### config.mk
export PLATFORM = sky130hd
export DESIGN_NAME = moore_step_ctrl
export DESIGN_NICKNAME = d
export VERILOG_FILES = /design/src/rtl/moore_step_ctrl.sv
export SDC_FILE = /design/constraint.sdc
export NUM_CORES = 1
export LEC_CHECK = 0
export CAP_MARGIN = 20
export CORE_UTILIZATION = 45
export DETAILED_ROUTE_END_ITERATION = 6
export PLACE_DENSITY_LB_ADDON = 0.05
export SLEW_MARGIN = 20
export SYNTH_ARGS = -nofsm -noshare
export SYNTH_HDL_FRONTEND = slang
export SYNTH_SLANG_ARGS = --single-unit
### constraint.sdc
create_clock -name clk -period 1.66 [get_ports clk]
set_input_delay 0.166 -clock clk [delete_from_list [all_inputs] [get_ports clk]]
set_output_delay 0.166 -clock clk [all_outputs]
set_load 0.02 [all_outputs]
### src/rtl/moore_step_ctrl.sv
// moore_step_ctrl: command sequencer that loads, steps and counts a Moore machine under test.
// Golden next-state/output checking is built only when MOORE_CHECK_EN is defined.
`timescale 1ns/1ps
module moore_step_ctrl #(
    parameter int ST_W  = 3,
    parameter int SW_W  = 2,
    parameter int DEPTH = 8,
    parameter int CNT_W = 8
) (
    input  logic                 clk,
    input  logic                 reset,
    input  logic                 cmd_valid,
    output logic                 cmd_ready,
    input  logic [1:0]           cmd_op,
    input  logic [CNT_W-1:0]     cmd_arg,
    input  logic                 stim_valid,
    output logic                 stim_ready,
    input  logic [SW_W-1:0]      stim_data,
    output logic                 dut_reset,
    output logic [ST_W-1:0]      dut_state_in,
    output logic                 dut_ctrl,
    output logic [SW_W-1:0]      dut_sw,
    input  logic [ST_W-1:0]      dut_state,
    input  logic                 dut_out,
    output logic                 busy,
    output logic                 done,
    output logic [CNT_W-1:0]     steps_done,
    output logic                 underrun,
    input  logic                 cfg_we,
    input  logic [ST_W+SW_W-1:0] cfg_addr,
    input  logic [ST_W-1:0]      cfg_next,
    input  logic                 cfg_out,
    output logic                 mismatch,
    output logic [CNT_W-1:0]     mismatch_step
);

    localparam int AW = $clog2(DEPTH);

    typedef enum logic [2:0] {
        S_IDLE,
        S_LOAD,
        S_LWAIT,
        S_FETCH,
        S_STEP,
        S_SETTLE,
        S_FIN
    } state_t;

    state_t state, state_nx;

    logic [CNT_W-1:0] target;
    logic [CNT_W-1:0] steps;
    logic [ST_W-1:0]  init_st;
    logic [SW_W-1:0]  sw_q;
    logic             underrun_q;

    logic [SW_W-1:0]  mem [DEPTH];
    logic [AW:0]      wr_ptr;
    logic [AW:0]      rd_ptr;
    logic             empty;
    logic             full;
    logic             push;
    logic             pop;
    logic             accept;
    logic             fetch_done;

    // Extra pointer bit distinguishes full from empty when indices meet
    assign empty = (wr_ptr == rd_ptr);
    assign full  = (wr_ptr[AW] != rd_ptr[AW]) &&
                   (wr_ptr[AW-1:0] == rd_ptr[AW-1:0]);

    assign accept     = cmd_valid && cmd_ready;
    assign fetch_done = (steps == target);
    assign push       = stim_valid && !full;
    assign pop        = (state == S_FETCH) && !fetch_done && !empty;

    always_ff @(posedge clk) begin
        if (!reset) begin
            state <= S_IDLE;
        end else begin
            state <= state_nx;
        end
    end

    always_comb begin
        state_nx = state;
        unique case (state)
            S_IDLE: begin
                if (accept) begin
                    unique case (cmd_op)
                        2'b00: state_nx = S_LOAD;
                        2'b01: state_nx = S_FETCH;
                        2'b10: state_nx = (cmd_arg == '0) ? S_FIN
                                                          : S_FETCH;
                        default: state_nx = S_IDLE;
                    endcase
                end
            end
            S_LOAD:   state_nx = S_LWAIT;
            S_LWAIT:  state_nx = S_FIN;
            S_FETCH:  state_nx = (fetch_done || empty) ? S_FIN : S_STEP;
            S_STEP:   state_nx = S_SETTLE;
            S_SETTLE: state_nx = S_FETCH;
            S_FIN:    state_nx = S_IDLE;
            default:  state_nx = S_IDLE;
        endcase
    end

    always_comb begin
        cmd_ready    = (state == S_IDLE);
        busy         = (state != S_IDLE);
        done         = (state == S_FIN);
        dut_reset    = (state == S_LOAD);
        dut_ctrl     = (state == S_STEP);
        dut_state_in = (state == S_LOAD) ? init_st : '0;
    end

    always_ff @(posedge clk) begin
        if (push) begin
            mem[wr_ptr[AW-1:0]] <= stim_data;
        end
    end

    always_ff @(posedge clk) begin
        if (!reset) begin
            target     <= '0;
            steps      <= '0;
            init_st    <= '0;
            sw_q       <= '0;
            underrun_q <= 1'b0;
            wr_ptr     <= '0;
            rd_ptr     <= '0;
        end else begin
            if (push) begin
                wr_ptr <= wr_ptr + 1'b1;
            end
            if (pop) begin
                rd_ptr <= rd_ptr + 1'b1;
                sw_q   <= mem[rd_ptr[AW-1:0]];
            end
            if (accept) begin
                unique case (cmd_op)
                    2'b00: init_st <= cmd_arg[ST_W-1:0];
                    2'b01: begin
                        target <= CNT_W'(1);
                        steps  <= '0;
                    end
                    2'b10: begin
                        target <= cmd_arg;
                        steps  <= '0;
                    end
                    default: ;
                endcase
            end
            if (state == S_LOAD) begin
                steps      <= '0;
                underrun_q <= 1'b0;
            end
            if ((state == S_FETCH) && !fetch_done && empty) begin
                underrun_q <= 1'b1;
            end
            if (state == S_SETTLE) begin
                steps <= steps + 1'b1;
            end
        end
    end

    assign steps_done = steps;
    assign underrun   = underrun_q;
    assign dut_sw     = sw_q;
    assign stim_ready = !full;

`ifdef MOORE_CHECK_EN
    localparam int TN = 2 ** (ST_W + SW_W);

    logic [ST_W:0]           tbl [TN];
    logic [ST_W-1:0]         gold;
    logic                    mm_q;
    logic [CNT_W-1:0]        mm_step_q;
    logic [ST_W+SW_W-1:0]    idx;
    logic [ST_W-1:0]         exp_next;
    logic                    exp_out;
    logic                    differ;

    assign idx      = {gold, sw_q};
    assign exp_next = tbl[idx][ST_W:1];
    assign exp_out  = tbl[idx][0];
    assign differ   = (dut_state != exp_next) || (dut_out != exp_out);

    // Table survives controller reset so one configuration serves many runs
    always_ff @(posedge clk) begin
        if (cfg_we) begin
            tbl[cfg_addr] <= {cfg_next, cfg_out};
        end
    end

    always_ff @(posedge clk) begin
        if (!reset) begin
            gold      <= '0;
            mm_q      <= 1'b0;
            mm_step_q <= '0;
        end else if (state == S_LOAD) begin
            gold      <= init_st;
            mm_q      <= 1'b0;
            mm_step_q <= '0;
        end else if (state == S_SETTLE) begin
            gold <= exp_next;
            if (differ && !mm_q) begin
                mm_q      <= 1'b1;
                mm_step_q <= steps + 1'b1;
            end
        end
    end

    assign mismatch      = mm_q;
    assign mismatch_step = mm_step_q;
`else
    logic unused_chk;
    assign unused_chk = ^{cfg_we, cfg_addr, cfg_next, cfg_out,
                          dut_state, dut_out};

    assign mismatch      = 1'b0;
    assign mismatch_step = '0;
`endif

endmodule
# Yosys cells after proc, flatten, opt, wreduce, memory -nomap -nowiden
# Memory sizes are Yosys's and may differ from the RTL's. A register that Yosys moved wholly into a read port is not among the register bits.
# Cells that the tools add are included.
# word_totals
register_bits,31
n_memories,1
wordCells,62
in_bits,30
ramBits,16
output_inout_bits,29
# classes
eq_ne,13
n_mux,15
addsub,3
n_reduce_logical,23
# memory_table
name,words,word_bits,rd,rd_clocked_by_memory_dff,write_ports,line,text
mem,8,2,1,1,1,57,logic [SW_W-1:0] mem [DEPTH];
# op_table
op,n
2-to-1 mux 8 bit,4
one-hot mux 3 bit (6 select lines),1
one-hot mux 8 bit (2 select lines),1
== test 3 bit (second input constant),3
2-to-1 mux 3 bit,3
one-hot mux 3 bit (3 select lines),1
nonzero test 3 bit,3
adder 4 x 1 -> 4 bit (second input constant),2
adder 8 x 1 -> 8 bit (second input constant),1
== test 8 bit,1
zero test 8 bit,1
== test 3 x 2 -> 1 bit (second input constant),2
logical AND 1 bit,6
AND reduction 2 bit,3
== test 4 bit,1
zero test 1 bit,4
2-to-1 mux 1 bit,4
nonzero test 2 bit,2
== test 3 x 1 -> 1 bit (second input constant),1
== test 3 bit,1
zero test 3 bit,1
== test 2 x 1 -> 1 bit (second input constant),1
== test 2 bit (second input constant),1
zero test 2 bit,1
5 further kinds,5

# Depth between registers and ports, before layout
# logic_depth
word_depth,6
ltp_mapped,7
ltp_nobuf,7

# Worst setup path before layout
# No wires, ideal clock.
# synth_path
kind,register to register
start,register state[0]
end,register target[0]
stages_incl_launch_ff,7
path_buffers,2
synth_period_minus_slack_ps,1825
path_slack_ps,-165
required_ps,1544
arrival_time_ps,1709
path_cell_list,dfxtp_1 -> buf_2 -> nor3_1 -> and3_1 -> buf_2 -> nand3b_1 -> o211a_1
# synth_between
elab_chain_cells,3
# synth_lines
item,line,text
"start, declared",49,"state_t state, state_nx;"
"start signal, assigned",81,state <= state_nx;
zero test 3 bit,110,cmd_ready = (state == S_IDLE);
named net cmd_ready,13,"output logic cmd_ready,"
logical AND 1 bit,72,assign accept = cmd_valid && cmd_ready;
AND reduction 2 bit (no line),-,
"end signal, assigned",149,target <= cmd_arg;
"end, declared",51,logic [CNT_W-1:0] target;
# The timed path passes the listed nets, and every way through them passes these cells.
# A chain may end at the register's enable or synchronous reset.

# Final worst setup path
# layout_path
start,register wr_ptr[2]
end,output port stim_ready
# layout_between
elab_chain_cells,3
# layout_lines
item,line,text
"start, declared",58,logic [AW:0] wr_ptr;
"start signal, assigned",135,wr_ptr <= wr_ptr + 1'b1;
== test 3 bit,70,(wr_ptr[AW-1:0] == rd_ptr[AW-1:0]);
logical AND 1 bit,69,assign full = (wr_ptr[AW] != rd_ptr[AW]) &&
zero test 1 bit,171,assign stim_ready = !full;
"end, declared",17,"output logic stim_ready,"
# Every way passes these cells.

==> results.sh <==
export IMPL_yosys_top_cells_area="dfxtp_1 26%, edfxtp_1 19%, mux2i_1 4.6%"
export IMPL_r2r_start="wr_ptr[2]"
export IMPL_fin_crit_sh_pct=101
export IMPL_cts_max_path_buffers=2
export IMPL_synth_edf_count=16
export IMPL_chipHeight_um=77.9
export IMPL_final_area_um2=3430
export IMPL_dp_cells=394
export IMPL_max_freq_mhz=598
export IMPL_synth_most_common_cell="dfxtp_1"
export IMPL_cts_made_buffers=5
export IMPL_drtIter0Drc=114
export IMPL_min_path_type="primary input to register"
export IMPL_io_pins=59
export IMPL_synthDistinctLibCells=52
export IMPL_htreeDepth=2
export IMPL_critPathLaunch="wr_ptr[2]"
export IMPL_synth_ff_type="dfxtp_1"
export IMPL_rrSetupSlack_ns=0.02
export IMPL_drc_errors=0
export IMPL_track_usage_pct=20.1
export IMPL_fillerInstances=526
export IMPL_gr_total_overflow=0
export IMPL_synthMuxAreaShare_pct=6.38
export IMPL_worstSetupEndpoint="stim_ready"
export IMPL_num_nets_final=366
export IMPL_worst_ep_arrival_time_ns=1.51
export IMPL_die_area_um2=6060
export IMPL_core_area_um2=5540
export IMPL_violations="setup timing"
export IMPL_syn_avg_cell_area_um2=10.0
export IMPL_initial_core_util_pct=46.7
export IMPL_layout_drive_gt1_share_pct=26.1
export IMPL_synth_area_um2=2590
export IMPL_critical_path_cell_chain="xor2_2 > or4_4 > buf_6"
export IMPL_via_count=2034
export IMPL_yosysSeqAreaShare_pct=44.1
export IMPL_cp_start_kind="register"
export IMPL_die_w_um=77.9
export IMPL_area_delta_synth_final_pct=32.3
export IMPL_p_leak_nw=1.32
export IMPL_grt_max_degree=39
export IMPL_timing_rr_end="dut_sw[0]"
export IMPL_tritoncts="yes"
export IMPL_clkTransAtPathRegs_ns=0.10
export IMPL_clock_sinks=49
export IMPL_rows=27
export IMPL_max_stage_delay_ns=0.54
export IMPL_critPathRequiredTime_ns=1.49
export IMPL_worstRegToRegCells=6
export IMPL_slowest_stage="or4_4"
export IMPL_cts_root_buf="clkbuf_8"
export IMPL_crit_type="register to output port"
export IMPL_run_status="finished, violations left"
export IMPL_yosys_area_top_type="dfxtp_1"
export IMPL_instances_no_fill=402
export IMPL_synth_top_area_share_pct=25.5
export IMPL_avgRoutedWirePerCell_um=13.8
export IMPL_multi_input_area_um2=1360
export IMPL_synth_simple_gate_area_share_pct=20.8
export IMPL_routed_wl_um=5550
export IMPL_fin_ws_ns=-0.0133
export IMPL_ir_drop_v=0.000463
export IMPL_drv_cap=0
export IMPL_hold_violations=0
export IMPL_finClkSkew_ns=0.0106
export IMPL_synth_commonest_cells="33 x dfxtp_1, 22 x nand2_1, 16 x edfxtp_1, 16 x nand3_1, 12 x mux2i_1"
export IMPL_grt_pass1_wl_um=9380
export IMPL_slew_viol_final=0
export IMPL_fin_tns_setup_ns=-0.0133
export IMPL_regArea_um2=1160
export IMPL_gp_congestion=0.829
export IMPL_holdWs_ns=0.471
export IMPL_clock_latency_ns=0.30
export IMPL_grt_setup_unrepaired="true"
export IMPL_yosys_area_share_adder_pct=3.38
export IMPL_synth_seq_cells=49
export IMPL_async_flop_share_pct=0
export IMPL_diodes=0
export IMPL_holdBufCountCts=0
export IMPL_hpwl_um=4180
export IMPL_syn_inst=258
export IMPL_finalSetupViolCount=1
export IMPL_ys_warn_count=0
export IMPL_finalCriticalPeriod_ns=1.67
export IMPL_detail_route_antenna_nets=0
export IMPL_path_max_fanout=2
export IMPL_place_area_um2=3280
export IMPL_synth_xor_area_share_pct=6.04
export IMPL_dr_pass1_iters=4
export IMPL_viasPerCell=5.06
export IMPL_end_kind="output port"
export IMPL_synth_compound_area_share_pct=12.5
export IMPL_synth_top_family_by_area="simple AND/OR/NAND/NOR gates"
export IMPL_antenna_found_initial=0
export IMPL_io_buffers=35
export IMPL_grt_pass1_vias=1959
export IMPL_pwr_density_cell_nw_per_um2=739
flip-flops by register name, summed over array words and instances, names as in the netlist:
register / cells
mem: 16
steps_done: 8
target: 8
rd_ptr: 4
wr_ptr: 4
init_st: 3
state: 3
dut_sw: 2
underrun: 1
cells in the final DEF, fill, tap and decap left out, drive strengths merged, types with 8 or more instances in the layout:
cell and count:
dfxtp 33, nor2 12, inv 9, nand2 23, conb 9, a21boi 13, buf 46, edfxtp 16
xnor2 10, mux2i 12, o21ai 8, clkdlybuf4s50 26, nand3 16
area by class of cell:
type	instances	share of cell area [%]
Timing Repair Buffer	80	20.5
Multi-Input combinational cell	186	39.6
Clock inverter	3	0.730
Clock buffer	5	2.01
Tap cell	72	2.63
Inverter	7	0.767
Sequential cell	49	33.9
repair_timing:
action / CTS / global route
resized for setup: 25 / 13
pin swaps: 1 / 6
endpoints found under the setup margin: 28 / 23
buffers inserted: 0 / 0
report_power, final:
group	switching [W]	internal, W	total [W]	leakage (nW)
Clock	0.000429	0.000308	0.000737	0.0452
Combinational	0.000261	0.000233	0.000493	0.858
Sequential	0.0000297	0.00127	0.00130	0.417
Total	0.000719	0.00181	0.00253	1.32
worst min path at each step:
stage | slack [ns] | end | start | cells after the start
5_1_grt | 0.50 | target[6] | cmd_arg[6] | 3
2_1_floorplan | 0.26 | mem[0][0] | stim_data[0] | 0
3_3_place_gp | 0.44 | dut_sw[1] | dut_sw[1] | 2
4_1_cts | 0.46 | target[7] | cmd_arg[7] | 3
3_5_place_dp | 0.46 | dut_sw[1] | dut_sw[1] | 2
6_report | 0.47 | target[7] | cmd_arg[7] | 3
stage by stage:
| stage | power, W | utilization, % | setup WS (ns) |
|---|---|---|---|
| 4_1_cts | 0.00256 | 61.3 | -0.0794 |
| 6_report | 0.00253 | 61.8 | -0.0133 |
| 3_3_place_gp | 0.00182 | 59.2 | -0.182 |
| 3_5_place_dp | 0.00182 | 59.2 | -0.206 |
| 5_1_grt | 0.00267 | 61.8 | -0.0647 |
| 2_1_floorplan | 0.00162 | - | -0.00187 |
logic make-up after synthesis:
logic type | after synthesis
xor+xnor | 14
flops | 49
simple gates | 99
buf+inv | 31
compound gates | 43
mux | 14
fa+ha+maj | 7
other cells | 1
routing by layer:
| layer | global-route usage, % | wire [um] | part of all wire [%] |
|---|---|---|---|
| met5 | 0 | 0 | 0 |
| met1 | 28.7 | 2740 | 49 |
| met2 | 30.8 | 2510 | 45 |
| met4 | 5.66 | 54 | 0.97 |
| met3 | 3.88 | 237 | 4.3 |
critical path: cells and delay by family (launching register included):
family                 cells  cell delay, ns
XOR/XNOR                   1            0.17
buffers and inverters      1            0.15
flip-flops                 1            0.35
AND/OR/NAND/NOR            1            0.54
(Power assumes the default switching activity.)
